===== config.mk =====
export PLATFORM = sky130hd
export DESIGN_NAME = wb_write_arbiter_flat
export DESIGN_NICKNAME = d
export VERILOG_FILES = /design/src/rtl/wb_write_arbiter_pkg.sv /design/src/rtl/wb_write_arbiter_if.sv /design/src/rtl/wb_write_arbiter_rr_pick8.sv /design/src/rtl/wb_write_arbiter.sv /design/src/flat_wrapper.sv
export SDC_FILE = /design/constraint.sdc
export NUM_CORES = 1
export LEC_CHECK = 0
export ABC_CLOCK_PERIOD_IN_PS = 4600
export CORE_MARGIN = 5
export CORE_UTILIZATION = 48
export CTS_CLUSTER_DIAMETER = 150
export DETAILED_ROUTE_END_ITERATION = 8
export PLACE_DENSITY = 0.91
export SYNTH_ARGS = -nofsm -noshare
export SYNTH_HDL_FRONTEND = slang
export SYNTH_SLANG_ARGS = --single-unit

===== constraint.sdc =====
create_clock -name clk -period 4.6 [get_ports clk]
set_input_delay 1.38 -clock clk [delete_from_list [all_inputs] [get_ports clk]]
set_output_delay 1.38 -clock clk [all_outputs]
set_load 0.05 [all_outputs]

===== src/rtl/wb_write_arbiter_pkg.sv =====
// Shared constants and state encoding for the register-file write-back arbiter.
package wb_arb_pkg;

    localparam int N_REQ      = 8;
    localparam int SEL_W      = 3;
    localparam int ADDR_W_DEF = 5;

    typedef enum logic [1:0] {
        IDLE  = 2'd0,
        SETUP = 2'd1,
        WRITE = 2'd2
    } state_t;

endpackage


===== src/rtl/wb_write_arbiter_if.sv =====
// Requester / register-file side bundle of the write-back arbiter.
interface wb_write_arbiter_if
    import wb_arb_pkg::*;
#(
    parameter int ADDR_W = ADDR_W_DEF
) ();

    logic [N_REQ-1:0]        req;
    logic [N_REQ*ADDR_W-1:0] req_addr;
    logic [N_REQ-1:0]        ack;
    logic [SEL_W-1:0]        mux_sel;
    logic                    rf_we;
    logic [ADDR_W-1:0]       rf_waddr;
    logic                    busy;

    modport master (
        output req, req_addr,
        input  ack, mux_sel, rf_we, rf_waddr, busy
    );

    modport slave (
        input  req, req_addr,
        output ack, mux_sel, rf_we, rf_waddr, busy
    );

endinterface


===== src/rtl/wb_write_arbiter_rr_pick8.sv =====
// Combinational round-robin picker: first set request scanning upward from ptr, wrapping.
module rr_pick8
    import wb_arb_pkg::*;
(
    input  logic [N_REQ-1:0] req,
    input  logic [SEL_W-1:0] ptr,
    output logic             valid,
    output logic [SEL_W-1:0] idx
);

    // Scan from the farthest offset down so the nearest set bit to ptr wins.
    always_comb begin
        valid = 1'b0;
        idx   = ptr;
        for (int i = N_REQ - 1; i >= 0; i--) begin
            if (req[ptr + SEL_W'(i)]) begin
                valid = 1'b1;
                idx   = ptr + SEL_W'(i);
            end
        end
    end

endmodule


===== src/rtl/wb_write_arbiter.sv =====
// Round-robin write-back arbiter driving the 8:1 write-data mux and register-file strobe.
// Optional macro WB_ZERO_GUARD_EN suppresses rf_we for writes to address 0.
module wb_write_arbiter #(
    parameter int N_REQ       = wb_arb_pkg::N_REQ,
    parameter int ADDR_W      = wb_arb_pkg::ADDR_W_DEF,
    parameter int HOLD_CYCLES = 1
) (
    input  logic              clk,
    input  logic              reset_n,
    wb_write_arbiter_if.slave bus
);

    import wb_arb_pkg::*;

    localparam int CNT_W = (HOLD_CYCLES > 1) ? $clog2(HOLD_CYCLES) : 1;

    state_t            state, state_nxt;
    logic [CNT_W-1:0]  hold_cnt, hold_cnt_nxt;
    logic [SEL_W-1:0]  rr_ptr, rr_ptr_nxt;
    logic [SEL_W-1:0]  sel_q, sel_nxt;
    logic [ADDR_W-1:0] waddr_q, waddr_nxt;
    logic [N_REQ-1:0]  ack_q, ack_nxt;
    logic              we_q, we_nxt;
    logic              busy_q, busy_nxt;
    logic              pick_valid;
    logic [SEL_W-1:0]  pick_idx;
    logic              zero_block;

    rr_pick8 u_pick (
        .req   (bus.req),
        .ptr   (rr_ptr),
        .valid (pick_valid),
        .idx   (pick_idx)
    );

`ifdef WB_ZERO_GUARD_EN
    assign zero_block = (waddr_q == '0);
`else
    assign zero_block = 1'b0;
`endif

    // Outputs are computed from the next state so that every port comes straight from a flop.
    always_comb begin
        state_nxt    = state;
        hold_cnt_nxt = hold_cnt;
        rr_ptr_nxt   = rr_ptr;
        sel_nxt      = sel_q;
        waddr_nxt    = waddr_q;
        unique case (state)
            IDLE: begin
                if (pick_valid) begin
                    state_nxt    = SETUP;
                    sel_nxt      = pick_idx;
                    waddr_nxt    = bus.req_addr[int'(pick_idx)*ADDR_W +: ADDR_W];
                    hold_cnt_nxt = CNT_W'(HOLD_CYCLES - 1);
                end
            end
            SETUP: begin
                if (!bus.req[sel_q]) begin
                    state_nxt = IDLE;
                end else if (hold_cnt == '0) begin
                    state_nxt = WRITE;
                end else begin
                    hold_cnt_nxt = hold_cnt - CNT_W'(1);
                end
            end
            WRITE: begin
                state_nxt  = IDLE;
                rr_ptr_nxt = sel_q + SEL_W'(1);
            end
            default: state_nxt = IDLE;
        endcase

        ack_nxt = '0;
        for (int i = 0; i < N_REQ; i++) begin
            ack_nxt[i] = (state_nxt == WRITE) && (sel_q == SEL_W'(i));
        end
        we_nxt   = (state_nxt == WRITE) && !zero_block;
        busy_nxt = (state_nxt != IDLE);
    end

    always_ff @(posedge clk) begin
        if (!reset_n) begin
            state    <= IDLE;
            hold_cnt <= '0;
            rr_ptr   <= '0;
            sel_q    <= '0;
            waddr_q  <= '0;
            ack_q    <= '0;
            we_q     <= 1'b0;
            busy_q   <= 1'b0;
        end else begin
            state    <= state_nxt;
            hold_cnt <= hold_cnt_nxt;
            rr_ptr   <= rr_ptr_nxt;
            sel_q    <= sel_nxt;
            waddr_q  <= waddr_nxt;
            ack_q    <= ack_nxt;
            we_q     <= we_nxt;
            busy_q   <= busy_nxt;
        end
    end

    assign bus.ack      = ack_q;
    assign bus.mux_sel  = sel_q;
    assign bus.rf_we    = we_q;
    assign bus.rf_waddr = waddr_q;
    assign bus.busy     = busy_q;

endmodule


===== src/flat_wrapper.sv =====
// flat-port wrapper written by rule: the top's interface ports become plain ports
module wb_write_arbiter_flat import wb_arb_pkg::*;
#(
    parameter int N_REQ       = wb_arb_pkg::N_REQ,
    parameter int ADDR_W      = wb_arb_pkg::ADDR_W_DEF,
    parameter int HOLD_CYCLES = 1
)
  (clk, reset_n, bus_req, bus_req_addr, bus_ack, bus_mux_sel, bus_rf_we, bus_rf_waddr, bus_busy);
  wb_write_arbiter_if #(.ADDR_W(ADDR_W)) bus_i ();
  input  logic clk;
  input  logic reset_n;
  input wire logic [$bits(bus_i.req)-1:0] bus_req;
  input wire logic [$bits(bus_i.req_addr)-1:0] bus_req_addr;
  output wire logic [$bits(bus_i.ack)-1:0] bus_ack;
  output wire logic [$bits(bus_i.mux_sel)-1:0] bus_mux_sel;
  output wire logic [$bits(bus_i.rf_we)-1:0] bus_rf_we;
  output wire logic [$bits(bus_i.rf_waddr)-1:0] bus_rf_waddr;
  output wire logic [$bits(bus_i.busy)-1:0] bus_busy;
  assign bus_i.req = bus_req;
  assign bus_i.req_addr = bus_req_addr;
  assign bus_ack = bus_i.ack;
  assign bus_mux_sel = bus_i.mux_sel;
  assign bus_rf_we = bus_i.rf_we;
  assign bus_rf_waddr = bus_i.rf_waddr;
  assign bus_busy = bus_i.busy;
  wb_write_arbiter #(.N_REQ(N_REQ), .ADDR_W(ADDR_W), .HOLD_CYCLES(HOLD_CYCLES)) u_core (.clk(clk), .reset_n(reset_n), .bus(bus_i));
endmodule

=== Yosys cells after proc, flatten, opt, wreduce, memory -nomap -nowiden ===
Cells that the tools add are included.

* Bits in registers: 24
* Logic and storage cells: 96

* $add $sub $neg: 9
* Multipliers: 1
* Order comparisons: 9
* Equality and inequality tests: 12
* Shifts and indexed selects: 1
* Muxes and demuxes: 42
* Reductions and logical operators: 14

{| class="wikitable"
|+ Operators with widths
! kind !! count
|-
| variable part select 40 x 32 -> 5 bit || 1
|-
| < comparator 3 x 4 -> 1 bit, second input constant || 9
|-
| binary-select mux 1 bit (select 3 bit) || 9
|-
| two-way mux 3 bit || 8
|-
| two-way mux 1 bit || 20
|-
| adder 3 bit, second input constant || 4
|-
| == test 3 bit, second input constant || 4
|-
| logical AND 1 bit || 8
|-
| adder 3 x 1 -> 3 bit, second input constant || 2
|-
| adder 3 x 2 -> 3 bit, second input constant || 2
|-
| == test 3 x 2 -> 1 bit, second input constant || 2
|-
| multiplier 3 x 3 -> 6 bit, second input constant || 1
|-
| two-way mux 2 bit || 3
|-
| == test 2 bit, second input constant || 2
|-
| inequality test 2 x 1 -> 1 bit, second input constant || 2
|-
| case mux 2 bit (2 select lines) || 1
|-
| nonzero test 2 bit || 2
|-
| == test 3 x 1 -> 1 bit, second input constant || 1
|-
| logical NOT 3 bit || 1
|-
| AND reduction 3 bit || 1
|-
| == test 2 x 1 -> 1 bit, second input constant || 1
|-
| logical NOT 2 bit || 1
|-
| case mux 1 bit (2 select lines) || 1
|-
| AND reduction 2 bit || 1
|-
| subtractor 1 bit, second input constant || 1
|}

=== Longest topological paths before layout ===
* Word-level depth: 15
* Depth in mapped cells: 16

=== Cells and area by module ===
A second synthesis with hierarchy kept.

* Cells, all modules: 213
* Area total of the unflattened synthesis: 2,035.7 um^2

{| class="wikitable"
|+ Modules (own cells, without submodules)
! module !! instances !! cells an instance !! area an instance (um^2)
|-
| wb_write_arbiter || 1 || 121 || 1,244.9
|-
| rr_pick8 || 1 || 92 || 790.8
|}

=== Worst setup path after synthesis ===
No wires, ideal clock.

* Path type: reg-to-reg
* From: register u_core.rr_ptr[1]
* To: register u_core.waddr_q[1] (netlist: u_core.bus.rf_waddr[1])
* Setup time: 0.148 ns
* Arrival time: 3.904 ns
* Required time: 4.452 ns
* Setup slack: 0.548 ns
* Stages on the path, launching flop included: 16
* Clock period less this slack: 4.052 ns
* Cell sequence: dfxtp_1 buf_2 buf_1 inv_1 ha_1 clkbuf_1 buf_2 mux4_2 mux2_2 or4_1 a2bb2oi_1 o221ai_2 buf_2 mux4_2 nand2_1 o221ai_1

* Longest elaborated chain between the ends: 13

{| class="wikitable"
|+ Ends and longest elaborated chain
! element !! line !! source
|-
| start: declaration || wb_write_arbiter.sv:19 || <nowiki>logic [SEL_W-1:0] rr_ptr, rr_ptr_nxt;</nowiki>
|-
| start signal: assignment || wb_write_arbiter.sv:95 || <nowiki>rr_ptr <= rr_ptr_nxt;</nowiki>
|-
| adder 3 bit || wb_write_arbiter_rr_pick8.sv:16, wb_write_arbiter_rr_pick8.sv:18 ||
|-
| binary-select mux 1 bit (select 3 bit) || wb_write_arbiter_rr_pick8.sv:16 || <nowiki>if (req[ptr + SEL_W'(i)]) begin</nowiki>
|-
| two-way mux 1 bit (implied by the code) || wb_write_arbiter_rr_pick8.sv:16 ||
|-
| two-way mux 3 bit (8 in series) || wb_write_arbiter_rr_pick8.sv:16 ||
|-
| multiplier 3 x 3 -> 6 bit || wb_write_arbiter.sv:54 || <nowiki>waddr_nxt = bus.req_addr[int'(pick_idx)*ADDR_W +: ADDR_W];</nowiki>
|-
| variable part select 40 x 32 -> 5 bit || wb_write_arbiter.sv:54 ||
|-
| end signal: assignment || wb_write_arbiter.sv:97 || <nowiki>waddr_q <= waddr_nxt;</nowiki>
|-
| end: declaration || wb_write_arbiter.sv:21 || <nowiki>logic [ADDR_W-1:0] waddr_q, waddr_nxt;</nowiki>
|}

Several ways; a longest one is shown, not always the timed one. The select of a mux whose other input is x is not followed.
A chain may end at the register's enable or synchronous reset.

=== Worst setup path in the final report ===
* From: input port bus_req[0]
* To: register u_core.waddr_q[3] (netlist: u_core.bus.rf_waddr[3])

* Longest elaborated chain between the ends: 12

{| class="wikitable"
|+ Ends and longest elaborated chain
! element !! line !! source
|-
| start: declaration || flat_wrapper.sv:12 || <nowiki>input wire logic [$bits(bus_i.req)-1:0] bus_req;</nowiki>
|-
| binary-select mux 1 bit (select 3 bit) || wb_write_arbiter_rr_pick8.sv:16 ||
|-
| two-way mux 1 bit (implied by the code) || wb_write_arbiter_rr_pick8.sv:16 ||
|-
| two-way mux 3 bit (8 in series) || wb_write_arbiter_rr_pick8.sv:16 ||
|-
| multiplier 3 x 3 -> 6 bit || wb_write_arbiter.sv:54 ||
|-
| variable part select 40 x 32 -> 5 bit || wb_write_arbiter.sv:54 ||
|}

Several ways; a longest one is shown, not always the timed one. The select of a mux whose other input is x is not followed.

==> out/qor.yml <==
placed_cells: 354
cp.arrival_ns: 4.56
fin_setup_tns_ns: 0
grt_use_met1: 0.276
max_slew.worst_pin.slew_ns: 0.779
gp_congestion: 0.902
hpwl_mm: 5.23
p_leak_nw: 1.21
period_share: 0.962
final_cells: 358
grt_max_degree: 31
ys_seq_area_frac: 0.199
synth_xor_area_frac: 0.0179
synth.top_cell.area_share: 0.199
clock_latency_ns: 0.27
cts_tree: "done"
fp.dieW_um: 79.4
syn_avg_cell_area_um2: 9.79
synth_cell_types: 57
drtAntennaViolNets: 0
status: "completed"
finalPower_mw: 0.897
path_class: "in -> reg"
ys.flop_type: "dfxtp_1"
fin_crit_ns: 4.42
synth-simple-area-share: 0.138
syn_area_um2: 2310
syn_inst: 236
die-area_um2: 6300
synth.area.top_cells: "dfxtp_1 20%, mux4_2 19%, mux2_2 7.3%"
cts_setup_buffers: 0
p_per_area_nw_per_um2: 285
final_cell_mix: "65 x clkdlybuf4s50_1, 23 x dfxtp_1, 22 x nand2_1, 21 x nor2_1, 19 x mux4_2"
top_usage_layer: "met2"
first_global_vias: 2215
required_ns: 4.74
ios: 68
clockBufferDepth: 2
ys_warn_count: 0
rows: 25
routed_via_density: 6.21
grt_pass1_wl_mm: 10.8
end_kind: "flip-flop"
antenna_found_initial: 0
async_reset_ff_frac: 0
grtUsageMet3: 0.0271
clk_pin_slew_ns: 0.08
muxShareOfSynthArea: 0.344
mostFrequentLayoutCell: "clkdlybuf4s50_1"
synthAdderAreaFrac: 0.0433
cts-root-buf: "clkbuf_8"
route.detailed.drc: 0
synth_compound_area_frac: 0.205
totalWireLength_mm: 6.65
critical_path_peak_fanout: 13
die_h_um: 79.4
synth.ff_latch_count: 23
timing.fmax_mhz: 226
layout-drive-gt1-share: 0.214
cts_buffers: 3
rsz0062_at_grt: "no"
drt_iter0_markers: 131
start_kind: "primary input"
yosysTopAreaCell: "dfxtp_1"
grtUsageMet2: 0.370
hp-class: "reg -> reg"
vdd_drop_max_mv: 0.146
cts.sinks: 23
initial_core_util: 0.493
drv_slew: 0
hold_viol: 0
cap_violations: 0
routedWlPerCell_um: 18.6
synth_top_family_by_area: "multiplexers"
cts_resized: 0
drt-pass1-iter-count: 5
synth_edf_count: 0
nets: 363
htreeDepth: 1
antenna_cells: 0
syn_nets: 294
setup_viol: 0
area_growth_pct: 36.0
core_um2: 4690
gr-total-overflow: 0
postCtsHoldBufs: 0
port_buffers: 67
maxSlewHeadroom: 0.480
dr_total_vias: 2223
grt_usage: 0.212
fin_skew_ns: 0.00655
==> cell families (layout without fill, tap and decap cells) <==
group,count (synthesis),count (layout)
adder cells (fa/ha/maj),8,8
multiplexers,51,51
AO/OA/AOI/OAI,55,55
flip-flops,23,23
buffers and inverters,28,96
XOR/XNOR,3,3
AND/OR/NAND/NOR,68,68
==> sequential cells by signal (all words and copies together), names as in the netlist <==
| signal | cells |
|---|---|
| u_core.bus.rf_waddr | 5 |
| u_core.bus.busy | 1 |
| u_core.state | 2 |
| u_core.bus.rf_we | 1 |
| u_core.bus.mux_sel | 3 |
| u_core.bus.ack | 8 |
| u_core.rr_ptr | 3 |
==> path summary, 6_finish.rpt <==
check,startpoint,endpoint,slack (ns),cells past startpoint
worst min-delay path,u_core.bus.rf_waddr[3]$_SDFFE_PN0P_,u_core.bus.rf_waddr[3]$_SDFFE_PN0P_,0.52,2
worst min register to register,u_core.bus.rf_waddr[3]$_SDFFE_PN0P_,u_core.bus.rf_waddr[3]$_SDFFE_PN0P_,0.52,2
worst max register to register,u_core.rr_ptr[0]$_SDFFE_PN0N_,u_core.bus.rf_waddr[3]$_SDFFE_PN0P_,0.74,12
worst max-delay path,bus_req[0],u_core.bus.rf_waddr[3]$_SDFFE_PN0P_,0.18,11
==> report_power, final <==
group	leakage, nW	internal, mW	switching (mW)	total (mW)
sequential	0.188	0.221	0.0218	0.243
combinational	0.996	0.250	0.275	0.525
clock	0.0217	0.0613	0.0671	0.128
total	1.21	0.533	0.364	0.897
==> stage by stage <==
| step | util | hold WS, ns | setup WS, ns | instance area (um^2) |
|---|---|---|---|---|
| after global placement | 0.657 | 0.504 | -0.108 | 3080 |
| after CTS | 0.667 | 0.516 | 0.0135 | 3130 |
| after global routing | 0.670 | 0.566 | 0.0369 | 3140 |
| after detailed placement | 0.657 | 0.508 | -0.239 | 3080 |
| final | 0.670 | 0.516 | 0.177 | 3140 |
| after floorplan | - | 0.534 | 0.548 | 2310 |
==> worst max-delay path: stages <==
cell and delay (ns):
clkdlybuf4s50_1 0.66, mux2i_1 0.19, mux2_2 0.32, a221oi_1 0.47
or4_1 0.21, a2bb2oi_1 0.27, o221ai_2 0.14, buf_4 0.20
a2111oi_1 0.43, a2111o_1 0.19, o221ai_1 0.09
==> synthesized netlist by cell type (3+ instances only) <==
| cell | instances |
|---|---|
| dfxtp_1 | 23 |
| nand2_1 | 22 |
| nor2_1 | 21 |
| mux4_2 | 19 |
| mux2_2 | 15 |
| mux2i_1 | 13 |
| inv_1 | 12 |
| a21oi_1 | 8 |
| ha_1 | 8 |
| buf_2 | 6 |
| clkbuf_1 | 6 |
| o221ai_1 | 6 |
| a22oi_1 | 5 |
| and2_1 | 5 |
| and3_1 | 4 |
| o21ai_0 | 4 |
| a221o_1 | 3 |
| a221oi_1 | 3 |
| nand3_1 | 3 |
| nor2b_1 | 3 |
| nor3_1 | 3 |
| o211a_1 | 3 |
==> per-layer routing <==
layer | up-vias | wire length, um
li1 | 1052 | -
met1 | 1072 | 2640
met2 | 87 | 3520
met3 | 12 | 381
met4 | 0 | 102
met5 | - | 0
==> area by class of cell <==
type	count	area, um^2
clock buffers	3	41.3
flip-flops and latches	23	460
multi-input cells	185	1740
clock inverters	1	7.51
repair buffers	80	786
fillers	339	1550
inverters	12	45.0
well taps	54	67.6
(Power assumes the default switching activity.)
==> patch, RTL diff (same flow settings) <==
Re-encode `state_t` (3 states) as one-hot, 3 bits wide.
--- a/src/rtl/wb_write_arbiter_pkg.sv
+++ b/src/rtl/wb_write_arbiter_pkg.sv
@@ -5,10 +5,10 @@
     localparam int SEL_W      = 3;
     localparam int ADDR_W_DEF = 5;
 
-    typedef enum logic [1:0] {
-        IDLE  = 2'd0,
-        SETUP = 2'd1,
-        WRITE = 2'd2
+    typedef enum logic [2:0] {
+        IDLE  = 3'b001,
+        SETUP = 3'b010,
+        WRITE = 3'b100
     } state_t;
 
 endpackage
Formal check against the unedited RTL: same outputs for any inputs over 10 cycles, from zero or initial values and one cycle with reset_n low; not proved beyond that.
==> patch against the original RTL <==
- maximum frequency rose by 7.4%
- sequential cell count rose by 1
- routed wire length decreased by 16%
- synthesized area shrank 7.9%
- setup slack improved by 300 ps
- power down 22%
- final area shrank 7.3%
==> patch: results (changes against the original RTL) <==
* Status: finished, final reports clean
* # resized after CTS at 0 (unchanged)
* Final Net Count at 344 (-5.2%)
* R2R depth at 11 (-1)
* Syn avg cell area at 9.76 sq um (-0.30%)
* Setup-failing EPs final at 0 (unchanged)
* Via Count at 1,977 (-11%)
* Reg2Reg Setup Slack at 1060 ps (+320 ps)
* Met3 WL post-DR at 299 um (-22%)
* Global-route wire length before repair at 9.25 mm (-14%)
* WL/cell at 16.6 um (-10%)
* Met2 wire length at 2.96 mm (-16%)
* Fillers at 332 (-2.1%)
* Dominant cells by area after synthesis: dfxtp_1 23%, mux4_2 13%, mux2_2 7.4%
* R2r startpoint: u_core.rr_ptr[1]
* Proportion of synthesized area in mux cells at 29.5% (-4.9 points)
* Worst hold path startpoint: u_core.state[2]
* Hold Crit Endpoint: u_core.state[2]
* CP Data Arrival Time at 4260 ps (-300 ps)
* Largest net degree at the start of global routing at 19 (-39%)
* Compound-Gate Fraction of Synth Area at 20.2% (-0.30 points)
* Initial DRT Pass Iterations at 4 (-1)
* Register area share after synthesis at 22.6% (+2.7 points)
* DP HPWL at 4.54 mm (-13%)
* Synth Area in Adders at 4.70% (+0.37 points)
* Fin Hold WS at 485 ps (-30.7 ps)
* RePlAce Congestion at 0.842 (-6.7%)
* Post-synth top cells: 24 x dfxtp_1, 17 x nor2_1, 15 x nand3_1
* WL met1 at 2.26 mm (-15%)
* Syn_nets at 276 (-6.1%)
* Violation count after the first detailed-routing iteration at 110 (-16%)
* Placed cells at 333 (-5.9%)
* Worst vdd ir at 0.000124 V (-15%)
* Leak at 1.09 nW (-9.5%)
* Worst Tran Pin Value at 596 ps (-184 ps)
* Vias per inst at 5.87 (-5.5%)
* Total track usage at 18.6% (-2.6 points)
* Synth unique cells at 50 (-12%)
* Pre-CTS setup slack at 244 ps (+483 ps)
* Layout Skew at 6.12 ps (-0.426 ps)
[patch: changes by cell type after synthesis, moves of 4 or more]
cell | unedited run | this run
o221ai_1 | 6 | 1
o211ai_1 | 1 | 9
o211ai_2 | 0 | 4
nor2_1 | 21 | 17
mux4_2 | 19 | 12
nand2_1 | 22 | 9
and3_1 | 4 | 10
clkbuf_1 | 6 | 2
nand3_1 | 3 | 15
[patch: stage by stage]
stage | area (sq um) | utilization, % | power, mW
final | 2910 | 67.4 | 0.701
after global routing | 2910 | 67.4 | 0.734
after CTS | 2910 | 67.4 | 0.703
after detailed placement | 2840 | 65.7 | 0.525
after global placement | 2840 | 65.7 | 0.519
after floorplan | 2130 | - | 0.419
[patch: worst max-delay path, stage by stage]
cell             delay [ps]
clkdlybuf4s50_1         500
mux4_2                  570
mux2_4                  300
and3_1                  170
o31a_1                  340
o211ai_4                340
mux2_2                  410
o211ai_2                160
o211ai_2                 90
[patch: how the worst max path moves through the flow]
| stage | start | endpoint | slack, ps | depth (start not counted) |
|---|---|---|---|---|
| finish | bus_req[0] | u_core.bus.rf_waddr[3] | 480 | 9 |
| global route | bus_req[5] | u_core.bus.rf_waddr[4] | 360 | 10 |
| CTS | bus_req[0] | u_core.bus.rf_waddr[3] | 480 | 9 |
| detailed placement | bus_req[0] | u_core.bus.rf_waddr[3] | 240 | 9 |
| global placement | bus_req[5] | u_core.bus.rf_waddr[3] | 290 | 9 |
| floorplan | bus_req[0] | u_core.bus.rf_waddr[3] | 970 | 8 |
[patch: cells by family after synthesis]
family,Yosys count
compound gates,49
buf+inv,22
xor+xnor,3
fa+ha+maj,8
simple gates,68
mux,44
flops,24
[patch: power breakdown]
part           leakage, nW  switching [mW]  total [mW]  internal (mW)
clock               0.0357          0.0627       0.179          0.116
combinational        0.860           0.149       0.278          0.130
sequential           0.196          0.0184       0.244          0.226
[patch: area by class of cell]
cell class	count	share of cell area, %
Clock inverter	1	1.03
Clock buffer	3	1.42
Inverter	12	1.55
Sequential cell	24	16.5
Multi-Input combinational cell	172	52.7
Timing Repair Buffer	73	24.6
Tap cell	52	2.23
[patch: routing by layer]
layer | up-vias | track usage, %
met1 | 932 | 22.9
met3 | 8 | 2.13
met4 | 0 | 4.72
li1 | 979 | -
met5 | - | 0
met2 | 58 | 34.0
